<file path="config.mk">
export PLATFORM = sky130hd
export DESIGN_NAME = fx_chain_scheduler
export DESIGN_NICKNAME = d
export VERILOG_FILES = /design/src/rtl/fx_chain_scheduler.sv
export SDC_FILE = /design/constraint.sdc
export NUM_CORES = 1
export LEC_CHECK = 0
export BUFFER_PORTS_ARGS = -buffer_cell sky130_fd_sc_hd__buf_2
export CAP_MARGIN = 5
export CORE_MARGIN = 2
export CORE_UTILIZATION = 45
export CTS_BUF_LIST = sky130_fd_sc_hd__clkbuf_8
export CTS_CLUSTER_SIZE = 28
export DETAILED_ROUTE_END_ITERATION = 10
export HOLD_SLACK_MARGIN = 0.12
export PLACE_DENSITY = 0.75
export SYNTH_ARGS = -nofsm -noshare
export SYNTH_HDL_FRONTEND = slang
export SYNTH_SLANG_ARGS = --single-unit
</file>
<file path="constraint.sdc">
create_clock -name clk -period 1.8 [get_ports clk]
set_clock_uncertainty 0.2 [all_clocks]
set_input_delay 0.09 -clock clk [delete_from_list [all_inputs] [get_ports clk]]
set_output_delay 0.09 -clock clk [all_outputs]
set_load 0.02 [all_outputs]
</file>
<file path="src/rtl/fx_chain_scheduler.sv">
// Per-sample effect-chain sequencer: grants my_turn to each enabled effect slot in
// order, threads the running sample through them, and emits the result to the DAC.
module fx_chain_scheduler #(
    parameter int DATA_WIDTH = 16,
    parameter int NUM_FX     = 3,
    parameter int TIMEOUT    = 255,
    parameter int CNT_WIDTH  = 8
) (
    input  logic                         clk,
    input  logic                         rst,
    input  logic                         sample_valid,
    input  logic [DATA_WIDTH-1:0]        sample_in,
    input  logic [NUM_FX-1:0]            fx_cs,
    input  logic [NUM_FX-1:0]            fx_available,
    input  logic [NUM_FX-1:0]            fx_done,
    input  logic [NUM_FX*DATA_WIDTH-1:0] fx_data_out,
    output logic [NUM_FX-1:0]            fx_my_turn,
    output logic [DATA_WIDTH-1:0]        fx_data_in,
    output logic [DATA_WIDTH-1:0]        out_sample,
    output logic                         out_valid,
    output logic                         busy,
    output logic                         overrun,
    output logic [NUM_FX-1:0]            timeout_err
);
    localparam int IDX_W = $clog2(NUM_FX + 1);
    localparam int SEL_W = (NUM_FX > 1) ? $clog2(NUM_FX) : 1;
    localparam logic [IDX_W-1:0]     IDX_END   = IDX_W'(NUM_FX);
    // The watchdog fires on the edge where the count would reach TIMEOUT.
    localparam logic [CNT_WIDTH-1:0] WDOG_LAST = CNT_WIDTH'(TIMEOUT - 1);

    typedef enum logic [2:0] {S_IDLE, S_SELECT, S_ISSUE, S_WAIT, S_OUTPUT} state_t;

    state_t                 state_q;
    logic [DATA_WIDTH-1:0]  acc_q;
    logic [DATA_WIDTH-1:0]  out_sample_q;
    logic [IDX_W-1:0]       idx_q;
    logic [IDX_W-1:0]       idx_d;
    logic [CNT_WIDTH-1:0]   wdog_q;
    logic [CNT_WIDTH-1:0]   wdog_d;
    logic [NUM_FX-1:0]      my_turn_q;
    logic [NUM_FX-1:0]      timeout_err_q;
    logic                   out_valid_q;
    logic                   busy_q;
    logic                   overrun_q;
    logic [SEL_W-1:0]       slot;
    logic [NUM_FX-1:0]      slot_onehot;
    logic [DATA_WIDTH-1:0]  fx_result [NUM_FX];
    logic                   wdog_expired;

    assign slot         = idx_q[SEL_W-1:0];
    assign idx_d        = idx_q + 1'b1;
    assign wdog_d       = wdog_q + 1'b1;
    assign wdog_expired = (wdog_q == WDOG_LAST);

    for (genvar gi = 0; gi < NUM_FX; gi++) begin : g_slot
        assign slot_onehot[gi] = (slot == SEL_W'(gi));
        assign fx_result[gi]   = fx_data_out[gi*DATA_WIDTH +: DATA_WIDTH];
    end

    always_ff @(posedge clk or negedge rst) begin
        if (!rst) begin
            state_q       <= S_IDLE;
            acc_q         <= '0;
            out_sample_q  <= '0;
            idx_q         <= '0;
            wdog_q        <= '0;
            my_turn_q     <= '0;
            timeout_err_q <= '0;
            out_valid_q   <= 1'b0;
            busy_q        <= 1'b0;
            overrun_q     <= 1'b0;
        end else begin
            my_turn_q     <= '0;
            timeout_err_q <= '0;
            out_valid_q   <= 1'b0;
            overrun_q     <= sample_valid && (state_q != S_IDLE);
            case (state_q)
                S_IDLE: begin
                    if (sample_valid) begin
                        acc_q   <= sample_in;
                        idx_q   <= '0;
                        wdog_q  <= '0;
                        busy_q  <= 1'b1;
                        state_q <= S_SELECT;
                    end
                end
                S_SELECT: begin
                    if (idx_q == IDX_END) begin
                        out_sample_q <= acc_q;
                        out_valid_q  <= 1'b1;
                        state_q      <= S_OUTPUT;
                    end else if (!fx_cs[slot]) begin
                        idx_q <= idx_d;
                    end else if (fx_available[slot]) begin
                        wdog_q    <= '0;
                        my_turn_q <= slot_onehot;
                        state_q   <= S_ISSUE;
                    end else if (wdog_expired) begin
                        timeout_err_q <= slot_onehot;
                        idx_q         <= idx_d;
                        wdog_q        <= '0;
                    end else begin
                        wdog_q <= wdog_d;
                    end
                end
                S_ISSUE: begin
                    state_q <= S_WAIT;
                end
                S_WAIT: begin
                    // A slot that never answers is skipped with acc untouched.
                    if (fx_done[slot]) begin
                        acc_q   <= fx_result[slot];
                        idx_q   <= idx_d;
                        wdog_q  <= '0;
                        state_q <= S_SELECT;
                    end else if (wdog_expired) begin
                        timeout_err_q <= slot_onehot;
                        idx_q         <= idx_d;
                        wdog_q        <= '0;
                        state_q       <= S_SELECT;
                    end else begin
                        wdog_q <= wdog_d;
                    end
                end
                S_OUTPUT: begin
                    busy_q  <= 1'b0;
                    state_q <= S_IDLE;
                end
                default: begin
                    state_q <= S_IDLE;
                end
            endcase
        end
    end

    assign fx_my_turn  = my_turn_q;
    assign fx_data_in  = acc_q;
    assign out_sample  = out_sample_q;
    assign out_valid   = out_valid_q;
    assign busy        = busy_q;
    assign overrun     = overrun_q;
    assign timeout_err = timeout_err_q;
endmodule

</file>
==> impl_metrics.tcl, run 1 <==
set metrics [dict create \
    gp_congestion 0.932 \
    initial_core_util_pct 46.9 \
    num_antenna_cells 0 \
    worstSetupPathType "flip-flop to flip-flop" \
    grt_pass1_wl_um 15100 \
    synth_edf_count 0 \
    cp_top_family "flip-flops" \
    syn_avg_cell_area_um2 10.6 \
    final_nets 554 \
    die_h_um 85.6 \
    busiest_layer "met2" \
    wl_per_cell_um 17.3 \
    hold_end "fx_data_in[12]" \
    ys_seq_area_share_pct 45.1 \
    violations "setup timing" \
    grt_pass1_vias 3121 \
    start_kind "flip-flop" \
    use_met1_pct 31.2 \
    critical-path-max-stage-delay_ns 0.42 \
    crit_buf_inv 2 \
    synthCells 282 \
    switchingPower_uw 2800 \
    clockRootBuffer "clkbuf_8" \
    detail-route-antenna-nets 0 \
    relSlewSlack_pct 63.9 \
    yosysWarnings 0 \
    seq_area_um2 1350 \
    internal_power_uw 3750 \
    min_delay_path_depth 6 \
    use_met2_pct 46.7 \
    antenna_found_initial 0 \
    synth_area_leader_cell "dfrtp_1" \
    clkTransAtPathRegs_ns 0.10 \
    synthArstFlopShare_pct 100 \
    combPwrFrac_pct 60.0 \
    final-setup-viol-count 37 \
    switching_share_pct 42.7 \
    drt_pass1_iterations 4 \
    max-vdd-ir-drop_uv 995 \
    fin_setup_tns_ns -6.33 \
    row_count 29 \
    numClockSinks 54 \
    multi_input_area_um2 1600 \
    min_from "fx_data_out[44]" \
    crit_slowest_cell "dfrtp_1" \
    grt_usage_pct 26.3 \
    power_density_nw_per_um2 1440 \
    r2r_start "idx_q[1]" \
    drtIter0Drc 144 \
    synth_area_leaders "dfrtp_1 45%, mux2_2 9.0%, mux2i_1 6.0%, o21ai_0 4.3%, mux2_1 3.8%" \
    cts_buffer_depth 2 \
    r2r_setup_slack_ns -0.25 \
    yosysTopAreaCellShare_pct 45.1 \
    die_w_um 85.6 \
    r2r_end "fx_data_in[8]" \
    drv_slew 0 \
    required_ns 1.80 \
    vias 2998 \
    grt_setup_unrepaired "true" \
    stdcell_count 549 \
    synth_nets 364 \
    synth-main-ff-cell "dfrtp_1" \
    hold_viol_final 0 \
    io_pins 117 \
    fillers 461 \
    synth.most_common_cell "dfrtp_1" \
    cts_tree "done" \
    synth_seq_cells 54 \
    syn_area_um2 2990 \
    areaGrowthSynthToFinish_pct 51.7 \
    drc 0 \
    wirelength_um 9470 \
    p_seq_share_pct 29.5 \
    end_kind "flip-flop" \
    drv_cap 0 \
    period_share_pct 114 \
    max_freq_mhz 489 \
    grt_max_degree 33 \
    status "complete, but fails checks" \
    clock_power_share_pct 10.5 \
    place_hpwl_um 5890 \
    worstSkewPairLatency_ns 0.32 \
    reg2regPathDepth 7 \
    setup_ws_ns -0.246 \
    numCtsBuffers 5 \
    drive_gt1_share_pct 46.6 \
    crit_arrival_ns 2.05 \
    htreeDepth 2 \
    worst-path-max-fanout 16 \
    min_period_ns 2.05 \
    worstMarginPinSlew_ns 0.541 \
    path_cells "buf_4 > nand3b_1 > o21ai_2 > nand3_2 > a21oi_4 > buf_12 > mux2_1" \
    hold_class "input pin to flip-flop" \
    synthDistinctLibCells 46 \
    dp.cells 499 \
    grt_use_met3_pct 4.52 \
    synth_commonest_cells "54 x dfrtp_1, 26 x o21ai_0, 24 x mux2_2, 22 x nor2_1, 21 x a21oi_1" \
    portBuffers 116 \
    coreArea_um2 6390 \
    dieArea_um2 7320 \
    grt_overflow 0 \
    leakage_uw 0.00226 \
    holdWs_ns 0.125 \
    vias_per_cell 5.46 \
]
[registers in the layout, indices dropped and copies added (netlist names)]
signal       count
busy             1
fx_data_in      16
fx_my_turn       3
idx_q            2
out_sample      16
out_valid        1
overrun          1
state_q          3
timeout_err      3
wdog_q           8
[worst min-delay path: cells and delay by family]
family,cells,cell delay [ns]
buf+inv,1,0.08
mux,2,0.18
simple gates,1,0.09
compound gates,2,0.17
[through the flow]
stage                     total power (uW)  area, um2  util [%]  setup slack, ns
after floorplan                       4160       3000         -           -0.143
after global placement                5370       3930      61.5           -0.221
after detailed placement              5480       3930      61.5           -0.253
after CTS                             6330       4490      70.3           -0.214
after global routing                  6950       4540      71.1           -0.312
final                                 6550       4540      71.1           -0.246
[cell type report]
| class | count | share of cell area [%] |
|---|---|---|
| Multi-Input combinational cell | 206 | 35.2 |
| Timing Repair Buffer | 200 | 30.7 |
| Sequential cell | 54 | 29.8 |
| Tap cell | 77 | 2.12 |
| Clock buffer | 5 | 1.52 |
| Inverter | 5 | 0.413 |
| Clock inverter | 2 | 0.303 |
[placed cells by master, fill, tap and decap left out, types with 3 or more instances in the layout]
master	synthesis	layout
buf_12	0	4
nand3_1	5	4
a22o_1	7	7
clkbuf_8	0	5
mux2_1	10	8
inv_1	4	3
mux2_4	0	3
dlygate4sd3_1	0	39
a21oi_1	21	20
nand2_1	20	20
nor2b_1	7	5
nor2_1	22	20
mux2i_1	18	17
mux2_2	24	23
and2_1	5	4
buf_6	5	3
o21ai_0	26	20
and3_1	7	7
buf_2	6	116
buf_4	1	37
dfrtp_1	54	54
ha_1	6	4
o21ai_1	1	6
[cell families after synthesis]
| logic type | after synthesis | synth area share [%] |
|---|---|---|
| fa+ha+maj | 6 | 2.51 |
| mux | 53 | 19.6 |
| flops | 54 | 45.1 |
| buf+inv | 22 | 4.39 |
| simple gates | 75 | 12.5 |
| compound gates | 72 | 16.0 |
[what timing repair did]
action | 4_1_cts | 5_1_grt
hold endpoints to repair | 73 | 0
cloned | 1 | 0
pin swaps | 9 | 9
gates resized for setup | 14 | 12
setup endpoints to repair | 46 | 49
hold buffers | 39 | 0
setup buffers | 2 | 1
[power by group through the flow]
stage	clock network (uW)	logic [uW]	registers, uW
final	685	3930	1930
after global routing	735	4230	1990
after CTS	690	3750	1900
after detailed placement	0	3560	1920
after global placement	0	3460	1910
after floorplan	0	1820	2340
[worst max-delay path by stage]
stage                         from  depth (start not counted)        endpoint
after floorplan           idx_q[1]                          7  fx_data_in[10]
after global placement    idx_q[1]                          7       wdog_q[0]
after detailed placement  idx_q[1]                          7       wdog_q[0]
after CTS                 idx_q[1]                          7   fx_data_in[8]
after global routing      idx_q[1]                          6        idx_q[0]
final                     idx_q[1]                          7   fx_data_in[8]
[routing by layer]
layer,vias to the layer above,part of all wire (%),routed length [um]
li1,1388,-,-
met2,128,52,4910
met1,1451,39,3720
met4,0,3.7,355
met3,31,5.1,486
met5,-,0,0
Power figures use the tool's default switching activity.
==> run 2, diff against run 1 <==
- CTS_CLUSTER_SIZE: 28 -> not set
- REMOVE_ABC_BUFFERS: not set -> 1
==> run 2 against run 1 <==
The run still ends with setup timing left. Clock power shrank 3.9%. Critical path depth unchanged. Die area stayed put. Count of clock-buffer cells in the layout did not move. Register-to-register slack worse by 0.09 ns. Design area rose by 4.0%. Power increased by 9.4%. Final cell count increased by 0.55%. Global-route usage shrank 0.066 points. Sequential share of layout area fell by 1.1 points. Flip-flop and latch count is the same. Worst hold slack improved by 0.011 ns. Critical path type unchanged. Largest cell class unchanged.
==> impl_metrics.tcl, run 2 (same netlist as run 1, synthesis figures left out) <==
set metrics [dict create \
    status "complete, but fails checks" \
    violations "setup timing" \
    io_pins 117 \
    drv_cap 0 \
    grt_pass1_wl_um 15200 \
    required_ns 1.80 \
    final-setup-viol-count 49 \
    cts_tree "done" \
    numClockSinks 54 \
    max_freq_mhz 469 \
    worstMarginPinSlew_ns 0.370 \
    hold_viol_final 0 \
    die_w_um 85.6 \
    final_common_cell "buf_2" \
    place_hpwl_um 5800 \
    reg2regPathDepth 7 \
    grt_setup_unrepaired "true" \
    grt_max_degree 55 \
    holdWs_ns 0.136 \
    internal_power_uw 4120 \
    portBuffers 116 \
    antenna_found_initial 0 \
    vias_per_cell 5.57 \
    setup_ws_ns -0.334 \
    worstSetupPathType "flip-flop to flip-flop" \
    detail-route-antenna-nets 0 \
    mostFrequentLayoutCells "116 x buf_2, 52 x dfrtp_1, 37 x dlygate4sd3_1, 37 x buf_4, 25 x mux2_4" \
    num_antenna_cells 0 \
    grt_pass1_vias 3133 \
    r2r_start "idx_q[1]" \
    grt_overflow 0 \
    power_density_nw_per_um2 1520 \
    r2r_setup_slack_ns -0.33 \
    fin_setup_tns_ns -7.97 \
    combPwrFrac_pct 62.8 \
    max-vdd-ir-drop_uv 996 \
    min_from "fx_data_out[17]" \
    wirelength_um 10500 \
    grt_usage_pct 26.2 \
    final_nets 557 \
    hold_class "input pin to flip-flop" \
    gp_congestion 1.04 \
    hold_end "fx_data_in[1]" \
    dieArea_um2 7320 \
    worst-path-max-fanout 8 \
    drv_slew 0 \
    r2r_end "fx_data_in[13]" \
    worstSkewPairLatency_ns 0.31 \
    clock_power_share_pct 9.2 \
    coreArea_um2 6390 \
    die_h_um 85.6 \
    row_count 29 \
    initial_core_util_pct 46.9 \
    min_delay_path_depth 4 \
    drtIter0Drc 205 \
    drc 0 \
    switching_share_pct 42.5 \
    htreeDepth 2 \
    crit_arrival_ns 2.13 \
    switchingPower_uw 3040 \
    leakage_uw 0.00236 \
    p_seq_share_pct 28.0 \
    clkTransAtPathRegs_ns 0.10 \
    vias 3077 \
    end_kind "flip-flop" \
    fillers 399 \
    areaGrowthSynthToFinish_pct 57.7 \
    min_period_ns 2.13 \
    relSlewSlack_pct 75.3 \
    wl_per_cell_um 19.0 \
    cts_buffer_depth 2 \
    start_kind "flip-flop" \
    drt_pass1_iterations 4 \
    drive_gt1_share_pct 49.3 \
    period_share_pct 119 \
    clockRootBuffer "clkbuf_8" \
    numCtsBuffers 5 \
]
[run 2: area by class of cell]
class | count | area (um2) | share of cell area, %
clock buffer | 5 | 68.8 | 1.46
clock inverter | 2 | 11.3 | 0.238
inverter | 5 | 18.8 | 0.397
multi-input combinational | 206 | 1720 | 36.4
sequential | 54 | 1350 | 28.7
tap | 77 | 96.3 | 2.04
timing repair buffer | 203 | 1450 | 30.8
[run 2: routing by layer]
| layer | vias up | GRT usage [%] | part of all wire, % |
|---|---|---|---|
| met2 | 159 | 47.4 | 53 |
| li1 | 1393 | - | - |
| met4 | 0 | 9.09 | 2.8 |
| met3 | 26 | 3.46 | 6.8 |
| met1 | 1499 | 32.2 | 38 |
| met5 | - | 0 | 0 |
[run 2: what timing repair did]
| action | CTS | global route |
|---|---|---|
| pin swaps | 19 | 10 |
| setup endpoints to repair | 49 | 48 |
| gates cloned | 2 | 1 |
| endpoints found under the hold margin | 73 | 0 |
| setup buffers | 8 | 3 |
| gates resized for setup | 40 | 27 |
| hold buffers | 37 | 0 |
[run 2: critical path, cell delays in order, from the launching register on]
cell and delay [ns]:
dfrtp_2 0.46, buf_6 0.15, nand3b_1 0.21, o21ai_2 0.12, nand3_2 0.12, a21oi_4 0.24, clkbuf_16 0.21, mux2_4 0.31
[run 2: worst max-delay path by stage]
stage	cells past startpoint	endpoint	from
floorplan	5	wdog_q[6]	idx_q[1]
global placement	7	wdog_q[5]	idx_q[1]
detailed placement	7	fx_data_in[1]	idx_q[1]
CTS	7	fx_data_in[1]	idx_q[1]
global route	7	fx_data_in[10]	idx_q[1]
finish	7	fx_data_in[13]	idx_q[1]
[run 2: power by group through the flow]
stage	Sequential (uW)	Combinational, uW	Clock [uW]
3_3_place_gp	1920	3360	0
3_5_place_dp	1960	3440	0
2_1_floorplan	2470	1510	0
4_1_cts	1950	4020	663
5_1_grt	2050	4740	718
6_report	2010	4500	658
[run 2: stage by stage]
| stage | utilization, % | cells | total power, uW | setup WS, ns | instance area, um2 |
|---|---|---|---|---|---|
| final | 73.9 | 552 | 7170 | -0.334 | 4720 |
| after CTS | 71.8 | 549 | 6640 | -0.278 | 4580 |
| after detailed placement | 60.9 | 495 | 5400 | -0.348 | 3890 |
| after global placement | 60.9 | 495 | 5280 | -0.256 | 3890 |
| after floorplan | - | 265 | 3990 | -0.957 | 2880 |
| after global routing | 73.9 | 552 | 7510 | -0.419 | 4720 |
